==> config.mk <==
export PLATFORM = sky130hd
export DESIGN_NAME = tap_ctrl
export DESIGN_NICKNAME = d
export VERILOG_FILES = /design/src/rtl/tap_ctrl.sv
export SDC_FILE = /design/constraint.sdc
export NUM_CORES = 1
export LEC_CHECK = 0
export ABC_AREA = 1
export BUFFER_PORTS_ARGS = -buffer_cell sky130_fd_sc_hd__buf_2
export CORE_AREA = 10 10 47 49
export CTS_BUF_LIST = sky130_fd_sc_hd__clkbuf_2 sky130_fd_sc_hd__clkbuf_4 sky130_fd_sc_hd__clkbuf_8
export CTS_CLUSTER_DIAMETER = 40
export CTS_CLUSTER_SIZE = 14
export DETAILED_ROUTE_END_ITERATION = 8
export DIE_AREA = 0 0 57 59
export PLACE_DENSITY = 0.66
export REMOVE_ABC_BUFFERS = 1
export SLEW_MARGIN = 15
export SYNTH_ARGS = -nofsm -noshare
export SYNTH_HDL_FRONTEND = slang
export SYNTH_SLANG_ARGS = --single-unit
==> constraint.sdc <==
create_clock -name TCK -period 1.5 [get_ports TCK]
set_clock_uncertainty 0.1 [all_clocks]
set_input_delay 0.15 -clock TCK [delete_from_list [all_inputs] [get_ports TCK]]
set_output_delay 0.15 -clock TCK [all_outputs]
set_load 0.1 [all_outputs]
==> src/rtl/tap_ctrl.sv <==
// IEEE 1149.1 TAP controller: 16-state FSM, IR/DR strobes, BYPASS register and TDO mux.
// Define TAP_IDCODE_EN to add the 32-bit IDCODE register; otherwise IDCODE_INSTR acts as BYPASS.
module tap_ctrl #(
  parameter int                       IR_DATA_WIDTH = 4,
  parameter logic [IR_DATA_WIDTH-1:0] BYPASS_INSTR  = '1,
  parameter logic [IR_DATA_WIDTH-1:0] IDCODE_INSTR  = {{(IR_DATA_WIDTH-1){1'b0}}, 1'b1},
  parameter logic [31:0]              IDCODE_VALUE  = 32'h1000_00F1
) (
  input  logic                     TCK,
  input  logic                     TRST,
  input  logic                     TMS,
  input  logic                     TDI,
  input  logic [IR_DATA_WIDTH-1:0] LATCH_IR,
  input  logic                     I_TDO_IR,
  input  logic                     TDO_DR_EXT,
  output logic                     TLR,
  output logic                     CAPTURE_IR,
  output logic                     SHIFT_IR,
  output logic                     UPDATE_IR,
  output logic                     CAPTURE_DR,
  output logic                     SHIFT_DR,
  output logic                     UPDATE_DR,
  output logic                     SEL_USER,
  output logic [3:0]               STATE,
  output logic                     TDO,
  output logic                     TDO_EN
);

  typedef enum logic [3:0] {
    S_EX2DR = 4'h0, S_EX1DR = 4'h1, S_SHDR  = 4'h2, S_PAUDR = 4'h3,
    S_SELIR = 4'h4, S_UPDDR = 4'h5, S_CAPDR = 4'h6, S_SELDR = 4'h7,
    S_EX2IR = 4'h8, S_EX1IR = 4'h9, S_SHIR  = 4'hA, S_PAUIR = 4'hB,
    S_RTI   = 4'hC, S_UPDIR = 4'hD, S_CAPIR = 4'hE, S_TLR   = 4'hF
  } state_t;

  // IDCODE bit 0 is the mandatory 1 marker that distinguishes IDCODE from BYPASS on a chain.
  if (IDCODE_VALUE[0] != 1'b1) begin : g_bad_idcode
    $error("IDCODE_VALUE bit 0 must be 1");
  end

  state_t r_state;
  state_t w_next;

  always_ff @(posedge TCK or negedge TRST) begin
    if (!TRST) r_state <= S_TLR;
    else       r_state <= w_next;
  end

  always_comb begin
    w_next     = r_state;
    TLR        = 1'b0;
    CAPTURE_IR = 1'b0;
    SHIFT_IR   = 1'b0;
    UPDATE_IR  = 1'b0;
    CAPTURE_DR = 1'b0;
    SHIFT_DR   = 1'b0;
    UPDATE_DR  = 1'b0;
    case (r_state)
      S_TLR:   begin w_next = TMS ? S_TLR   : S_RTI;   TLR = 1'b1; end
      S_RTI:         w_next = TMS ? S_SELDR : S_RTI;
      S_SELDR:       w_next = TMS ? S_SELIR : S_CAPDR;
      S_CAPDR: begin w_next = TMS ? S_EX1DR : S_SHDR;  CAPTURE_DR = 1'b1; end
      S_SHDR:  begin w_next = TMS ? S_EX1DR : S_SHDR;  SHIFT_DR   = 1'b1; end
      S_EX1DR:       w_next = TMS ? S_UPDDR : S_PAUDR;
      S_PAUDR:       w_next = TMS ? S_EX2DR : S_PAUDR;
      S_EX2DR:       w_next = TMS ? S_UPDDR : S_SHDR;
      S_UPDDR: begin w_next = TMS ? S_SELDR : S_RTI;   UPDATE_DR  = 1'b1; end
      S_SELIR:       w_next = TMS ? S_TLR   : S_CAPIR;
      S_CAPIR: begin w_next = TMS ? S_EX1IR : S_SHIR;  CAPTURE_IR = 1'b1; end
      S_SHIR:  begin w_next = TMS ? S_EX1IR : S_SHIR;  SHIFT_IR   = 1'b1; end
      S_EX1IR:       w_next = TMS ? S_UPDIR : S_PAUIR;
      S_PAUIR:       w_next = TMS ? S_EX2IR : S_PAUIR;
      S_EX2IR:       w_next = TMS ? S_UPDIR : S_SHIR;
      S_UPDIR: begin w_next = TMS ? S_SELDR : S_RTI;   UPDATE_IR  = 1'b1; end
      default:       w_next = S_TLR;
    endcase
  end

  assign STATE = r_state;

  logic w_sel_id;
  logic w_sel_byp;
  logic w_id_bit;

  // SEL_USER ignores the build option so user logic sees the same decode either way.
  assign SEL_USER  = (LATCH_IR != BYPASS_INSTR) && (LATCH_IR != IDCODE_INSTR);
  assign w_sel_byp = !SEL_USER && !w_sel_id;

  logic r_bypass;

  always_ff @(posedge TCK or negedge TRST) begin
    if (!TRST)                              r_bypass <= 1'b0;
    else if (r_state == S_CAPDR)            r_bypass <= 1'b0;
    else if (r_state == S_SHDR && w_sel_byp) r_bypass <= TDI;
  end

`ifdef TAP_IDCODE_EN
  logic [31:0] r_idcode;

  assign w_sel_id = (LATCH_IR == IDCODE_INSTR);
  assign w_id_bit = r_idcode[0];

  always_ff @(posedge TCK or negedge TRST) begin
    if (!TRST)                              r_idcode <= IDCODE_VALUE;
    else if (r_state == S_CAPDR)            r_idcode <= IDCODE_VALUE;
    else if (r_state == S_SHDR && w_sel_id) r_idcode <= {TDI, r_idcode[31:1]};
  end
`else
  assign w_sel_id = 1'b0;
  assign w_id_bit = 1'b0;
`endif

  logic w_dr_bit;
  assign w_dr_bit = SEL_USER ? TDO_DR_EXT : (w_sel_id ? w_id_bit : r_bypass);

  logic r_tdo_en;
  logic r_tdo_ir_sel;
  logic r_tdo_dr;

  // Retime on the falling edge so TDO is stable around the next rising edge at the far end.
  always_ff @(negedge TCK or negedge TRST) begin
    if (!TRST) begin
      r_tdo_en     <= 1'b0;
      r_tdo_ir_sel <= 1'b0;
      r_tdo_dr     <= 1'b0;
    end else begin
      r_tdo_en     <= (r_state == S_SHIR) || (r_state == S_SHDR);
      r_tdo_ir_sel <= (r_state == S_SHIR);
      r_tdo_dr     <= w_dr_bit;
    end
  end

  assign TDO_EN = r_tdo_en;
  assign TDO    = r_tdo_en && (r_tdo_ir_sel ? I_TDO_IR : r_tdo_dr);

endmodule

==> results of run 1 <==
-- path summary, 6_finish.rpt --
path                       startpoint            to  slack (ps)  cells past startpoint
min in group asynchronous        TRST      r_bypass         180                      2
max reg2reg                  STATE[0]  r_tdo_ir_sel        -260                      3
max in group asynchronous        TRST        TDO_EN         280                      2
max                            TDO_EN           TDO        -650                      3
min                               TMS      STATE[3]         100                      2
min reg2reg                  r_bypass      r_bypass         560                      3
-- layout by cell type, fill, tap and decap left out, drive strengths merged --
cell type | Yosys | routed
clkbuf | 0 | 4
nor2 | 11 | 11
and2 | 1 | 1
nand3 | 4 | 4
nand3b | 1 | 1
nand4 | 3 | 3
nor3 | 2 | 2
inv | 12 | 12
dfstp | 4 | 4
o211ai | 2 | 2
buf | 0 | 54
nand2 | 22 | 22
dlygate4sd3 | 0 | 1
dfrtp | 1 | 1
a21oi | 1 | 1
o21ai | 4 | 4
dfrtn | 3 | 3
-- routing by layer --
| layer | vias up | global-route usage (%) | wire length (µm) |
|---|---|---|---|
| li1 | 345 | - | - |
| met1 | 392 | 13.2 | 1290 |
| met4 | 0 | 4.36 | 172 |
| met3 | 21 | 5.15 | 293 |
| met5 | - | 0 | 0 |
| met2 | 76 | 23.3 | 1810 |
-- cell families after synthesis --
logic type	count (synthesis)	synth area share (%)
DFF	8	41.7
AOI/OAI and AO/OA	7	8.14
and+or+nand+nor	44	41.0
buffers and inverters	12	9.16
-- sequential cells by signal (all words and copies together), names as in the netlist --
register / flops
r_bypass: 1
r_tdo_ir_sel: 1
TDO_EN: 1
STATE: 4
r_tdo_dr: 1
-- final cells by class --
| class | instances | area (µm²) |
|---|---|---|
| multi-input cells | 51 | 403 |
| repair buffers | 55 | 632 |
| inverters | 12 | 55.1 |
| fillers | 28 | 56.3 |
| flip-flops and latches | 8 | 205 |
| clock buffers | 4 | 30.0 |
| well taps | 16 | 20.0 |
-- metrics by stage --
step	hold WS, ps	cell area, µm²	std cells	setup WS [ps]
floorplan	-246	492	71	-2850
global placement	-104	950	125	-375
detailed placement	-103	950	125	-426
CTS	54.3	1170	140	-584
global route	78.0	1350	146	-673
finish	104	1350	146	-654
-- worst reg2reg max path, stage by stage, from the launching register on --
cell	delay, ps
dfstp_2	560
inv_2	60
nand2_4	90
nor3_4	50
-- what timing repair did --
action                                  CTS  global route
hold endpoints to repair                  5             0
pin swaps                                10            15
endpoints found under the setup margin   11            18
hold buffers                              1             0
setup buffers                            10            10
gates resized for setup                  34            35
==> results.md, run 1 <==
* Status: finished, violations left
* Failing checks: setup timing
* First-pass GRT wire length at 3.49 mm
* Fin nets at 141
* Initial antenna violation count at 0
* I/O pin count at 24
* Die Y at 59 µm
* Post-Route WL at 3.57 mm
* Crit path buf inv count at 1
* Root buf cell: clkbuf_4
* Mean post-synth cell area at 6.93 µm²
* Crit Path Class: register to output port
* Drt wl/cell at 24.4 µm
* Diode count at 0
* WP data required at ~1300 ps
* Number of H-tree levels at 1
* TritonCTS buffer count at 3
* RSZ-0062 raised after global routing: yes
* Post-synth ARST share at 100%
* Crit. End Element: output port
* Post-DP HPWL at 1.31 mm
* Hold Fails Final Rpt at 0
* 1st-pass router iterations at 4
* Max incr delay on CP at 450 ps
* Setup TNS at -3490 ps
* EDFF count, synth at 0
* Setup ws final at -654 ps
* Bufs on Longest Clock Path at 2
* DR DRC count at 0
* Util after Layout at 96.0%
* Clk_lat worst skew at 260 ps
* Clock sinks at 8
* Yosys top cell by area: dfstp_2
* Vias/cell at 5.71
* Placer congestion estimate at 0.794
* #FFs+latches synth at 8
* Detailed Route Iter0 Violations at 47
* Slowest CP cell: dfrtn_1
* Congestion Overflow GR at 0
* Most common flop cell mapped by yosys: dfstp_2
* Worst-margin pin slew at 222 ps
* GRT Resource Usage Total at 12.9%
* Relative slew slack at between 80% and 90%
* Share of cells above drive strength 1 at about 75%
* CTS tree: done
* Max-cap viol count at 0
* CP Cell Sequence: o21ai_2 > a21oi_4 > buf_12
* Ys Warns at 0
* Die W at 57 µm
* Post-synth top area share at approximately a fifth
* Syn Inst Count at 71
* Crit-path max FO at 2
* Clk slew on worst S/H paths at 60 ps
* Setup-failing EPs final at 19
* Area delta synth->final at 174%
* Buffers on Ports at 23
* Vias at 834
* Core ar. at approximately 0.0014 mm²
* Sequential area share after synthesis at 41.7%
* Mapped cell area at 492 µm²
* HP Class: input pin to register
* Num rows at 14
* Post-synth top cells: nand2_1, inv_1, nor2_1
* Fin. max-slew vios at 0
* Largest net degree at the start of global routing at 9
* Yosys cell types at 18
* Most frequent cell after synthesis: nand2_1
* Die ar. at roughly 0.0034 mm²
* Top delay family on crit path: flip-flops
* Final ANT Viol Nets at 0
* Kind of start point of the critical path: register
* Initial Utilization at between 30% and 40%
* Largest cells by area after synthesis: dfstp_2, nand2_1, dfrtn_1
* Number of global-route vias before repair at between 700 and 800
* Arrival time worst endpoint at 1900 ps
Power of run 1 is not shown: default switching activity piles up to over one toggle a cycle in this logic, so the estimate is an artifact.
==> run 2: changes to the inputs <==
--- a/config.mk
+++ b/config.mk
@@ -8,7 +8,7 @@
 export ABC_AREA = 1
 export BUFFER_PORTS_ARGS = -buffer_cell sky130_fd_sc_hd__buf_2
 export CORE_AREA = 10 10 47 49
-export CTS_BUF_LIST = sky130_fd_sc_hd__clkbuf_2 sky130_fd_sc_hd__clkbuf_4 sky130_fd_sc_hd__clkbuf_8
+export CTS_BUF_LIST = sky130_fd_sc_hd__clkbuf_8
 export CTS_CLUSTER_DIAMETER = 40
 export CTS_CLUSTER_SIZE = 14
 export DETAILED_ROUTE_END_ITERATION = 8
==> results.md, run 2 (synthesized netlist as in run 1, its figures left out) <==
* Status: finished, violations left
* Failing checks: setup timing
* WP data required at 1250 ps (about the same)
* Final ANT Viol Nets at 0 (unchanged)
* Reg2reg path depth at 3 (unchanged)
* Hold Crit Start: TDI
* Number of flip-flops in the largest register at 4 (unchanged)
* GRT Resource Usage Total at 14.1% (+1.2 points)
* Area delta synth->final at 163%
* First-pass GRT wire length at 3.68 mm (+5.5%)
* Initial Utilization at 35.1% (unchanged)
* Fin nets at 137 (-2.8%)
* Diode count at 0 (unchanged)
* Post-Route WL at 3.08 mm (-14%)
* Placed cell areas at 950 µm² (unchanged)
* Drt wl/cell at 21.7 µm (-11%)
* Crit Path Class: register to output port
* Num rows at 14 (unchanged)
* Vias/cell at 5.49 (-4.0%)
* Detailed Route Iter0 Violations at 30 (-36%)
* Clk_lat worst skew at 250 ps (about the same)
* Crit. End Element: output port
* Setup ws final at -620 ps (+34.0 ps)
* FILL cells at 49 (+75%)
* Met2 Wirelength at 1.66 mm (-8.6%)
* Metal3 WL at 193 µm (-34%)
* Share of cells above drive strength 1 at 69.0% (-6.3 points)
* Core ar. at 0.00140 mm² (unchanged)
* Design Area, Final at 0.00129 mm² (-4.0%)
* Die ar. at 0.00336 mm² (unchanged)
* Vias at 779 (-6.6%)
* Fin. max-slew vios at 0 (unchanged)
* Worst-margin pin slew at 392 ps (+170 ps)
* Wl on met1 at 1.10 mm (-15%)
* Initial antenna violation count at 0 (unchanged)
* Hold slack at 88.9 ps (-14.9 ps)
* Root buf cell: clkbuf_8
* Top routing layer in use: met4
* CTS tree: done
* RSZ-0062 raised after global routing: yes
* Setup-failing EPs final at 16 (-3)
* Die W at 57 µm (unchanged)
* Kind of start point of the critical path: register
* Reg-to-reg endpoint: r_tdo_ir_sel
* Relative slew slack at 73.6% (-11 points)
* Most frequent cells in the layout: buf_12, buf_4, nand2_1, buf_6, buf_2
* I/O pin count at 24 (unchanged)
* DR DRC count at 0 (unchanged)
* HP Class: input pin to register
* 1st-pass router iterations at 4 (unchanged)
* Bufs on Longest Clock Path at 2 (unchanged)
* R2R Setup Slk at -230 ps (+30 ps)
* Clock sinks at 8 (unchanged)
* Number of global-route vias before repair at 771 (+0.39%)
* Util after Layout at 92.1% (-3.8 points)
* Die Y at 59 µm (unchanged)
* Congestion Overflow GR at 0 (unchanged)
* Hold Path End: r_bypass
* Hold Fails Final Rpt at 0 (unchanged)
* Largest net degree at the start of global routing at 9 (unchanged)
* Buffers on Ports at 23 (unchanged)
* Crit-path max FO at 2 (unchanged)
* Clk slew on worst S/H paths at 50 ps (about the same)
* TritonCTS buffer count at 3 (unchanged)
* Placer congestion estimate at 0.794 (unchanged)
* Critical path origin: r_tdo_ir_sel
* # placed instances at 125 (unchanged)
* Post-DP HPWL at 1.31 mm (unchanged)
* RR Startpoint: STATE[0]
* Arrival time worst endpoint at 1870 ps (-30 ps)
* Max-cap viol count at 0 (unchanged)
* Fin cells at 142 (-2.7%)
* Number of H-tree levels at 1 (unchanged)
* Worst hold path depth at 3 (+1)
## run 2: how the worst max path moves through the flow
stage	endpoint	depth (start not counted)
floorplan	r_tdo_ir_sel	2
global placement	TDO	3
detailed placement	TDO	3
CTS	TDO	3
global route	TDO	3
finish	TDO	3
## run 2: layer usage
layer / GRT usage, % / vias to the layer above
met5: 0 / -
met1: 13.1 / 379
met2: 25.0 / 48
met4: 11.7 / 0
li1: - / 335
met3: 4.29 / 17
## run 2: critical path, stage by stage (launching register included)
cell     delay, ps
dfrtn_1        440
o21ai_2         70
a21oi_2        160
buf_12         190
## run 2: cell type report
| type | count | area, µm² | share of cell area, % |
|---|---|---|---|
| tap | 16 | 20.0 | 1.55 |
| sequential | 8 | 205 | 15.9 |
| clock inverter | 1 | 3.75 | 0.291 |
| inverter | 12 | 52.6 | 4.07 |
| multi-input combinational | 51 | 378 | 29.3 |
| timing repair buffer | 51 | 591 | 45.7 |
| clock buffer | 3 | 41.3 | 3.20 |
## run 2: repair_timing
| action | in CTS | in global routing |
|---|---|---|
| endpoints found under the hold margin | 5 | 0 |
| resized for setup | 32 | 27 |
| hold buffers | 1 | 0 |
| pin swaps | 8 | 10 |
| setup endpoints to repair | 11 | 14 |
| setup buffers | 9 | 5 |
## run 2: metrics by stage
step	TNS (ps)	worst slack, ps
after floorplan	-18060	-2850
after global placement	-1060	-375
after detailed placement	-1160	-426
after CTS	-2120	-619
after global routing	-3220	-682
final	-2710	-620
Power of run 2 is left out for the same reason.
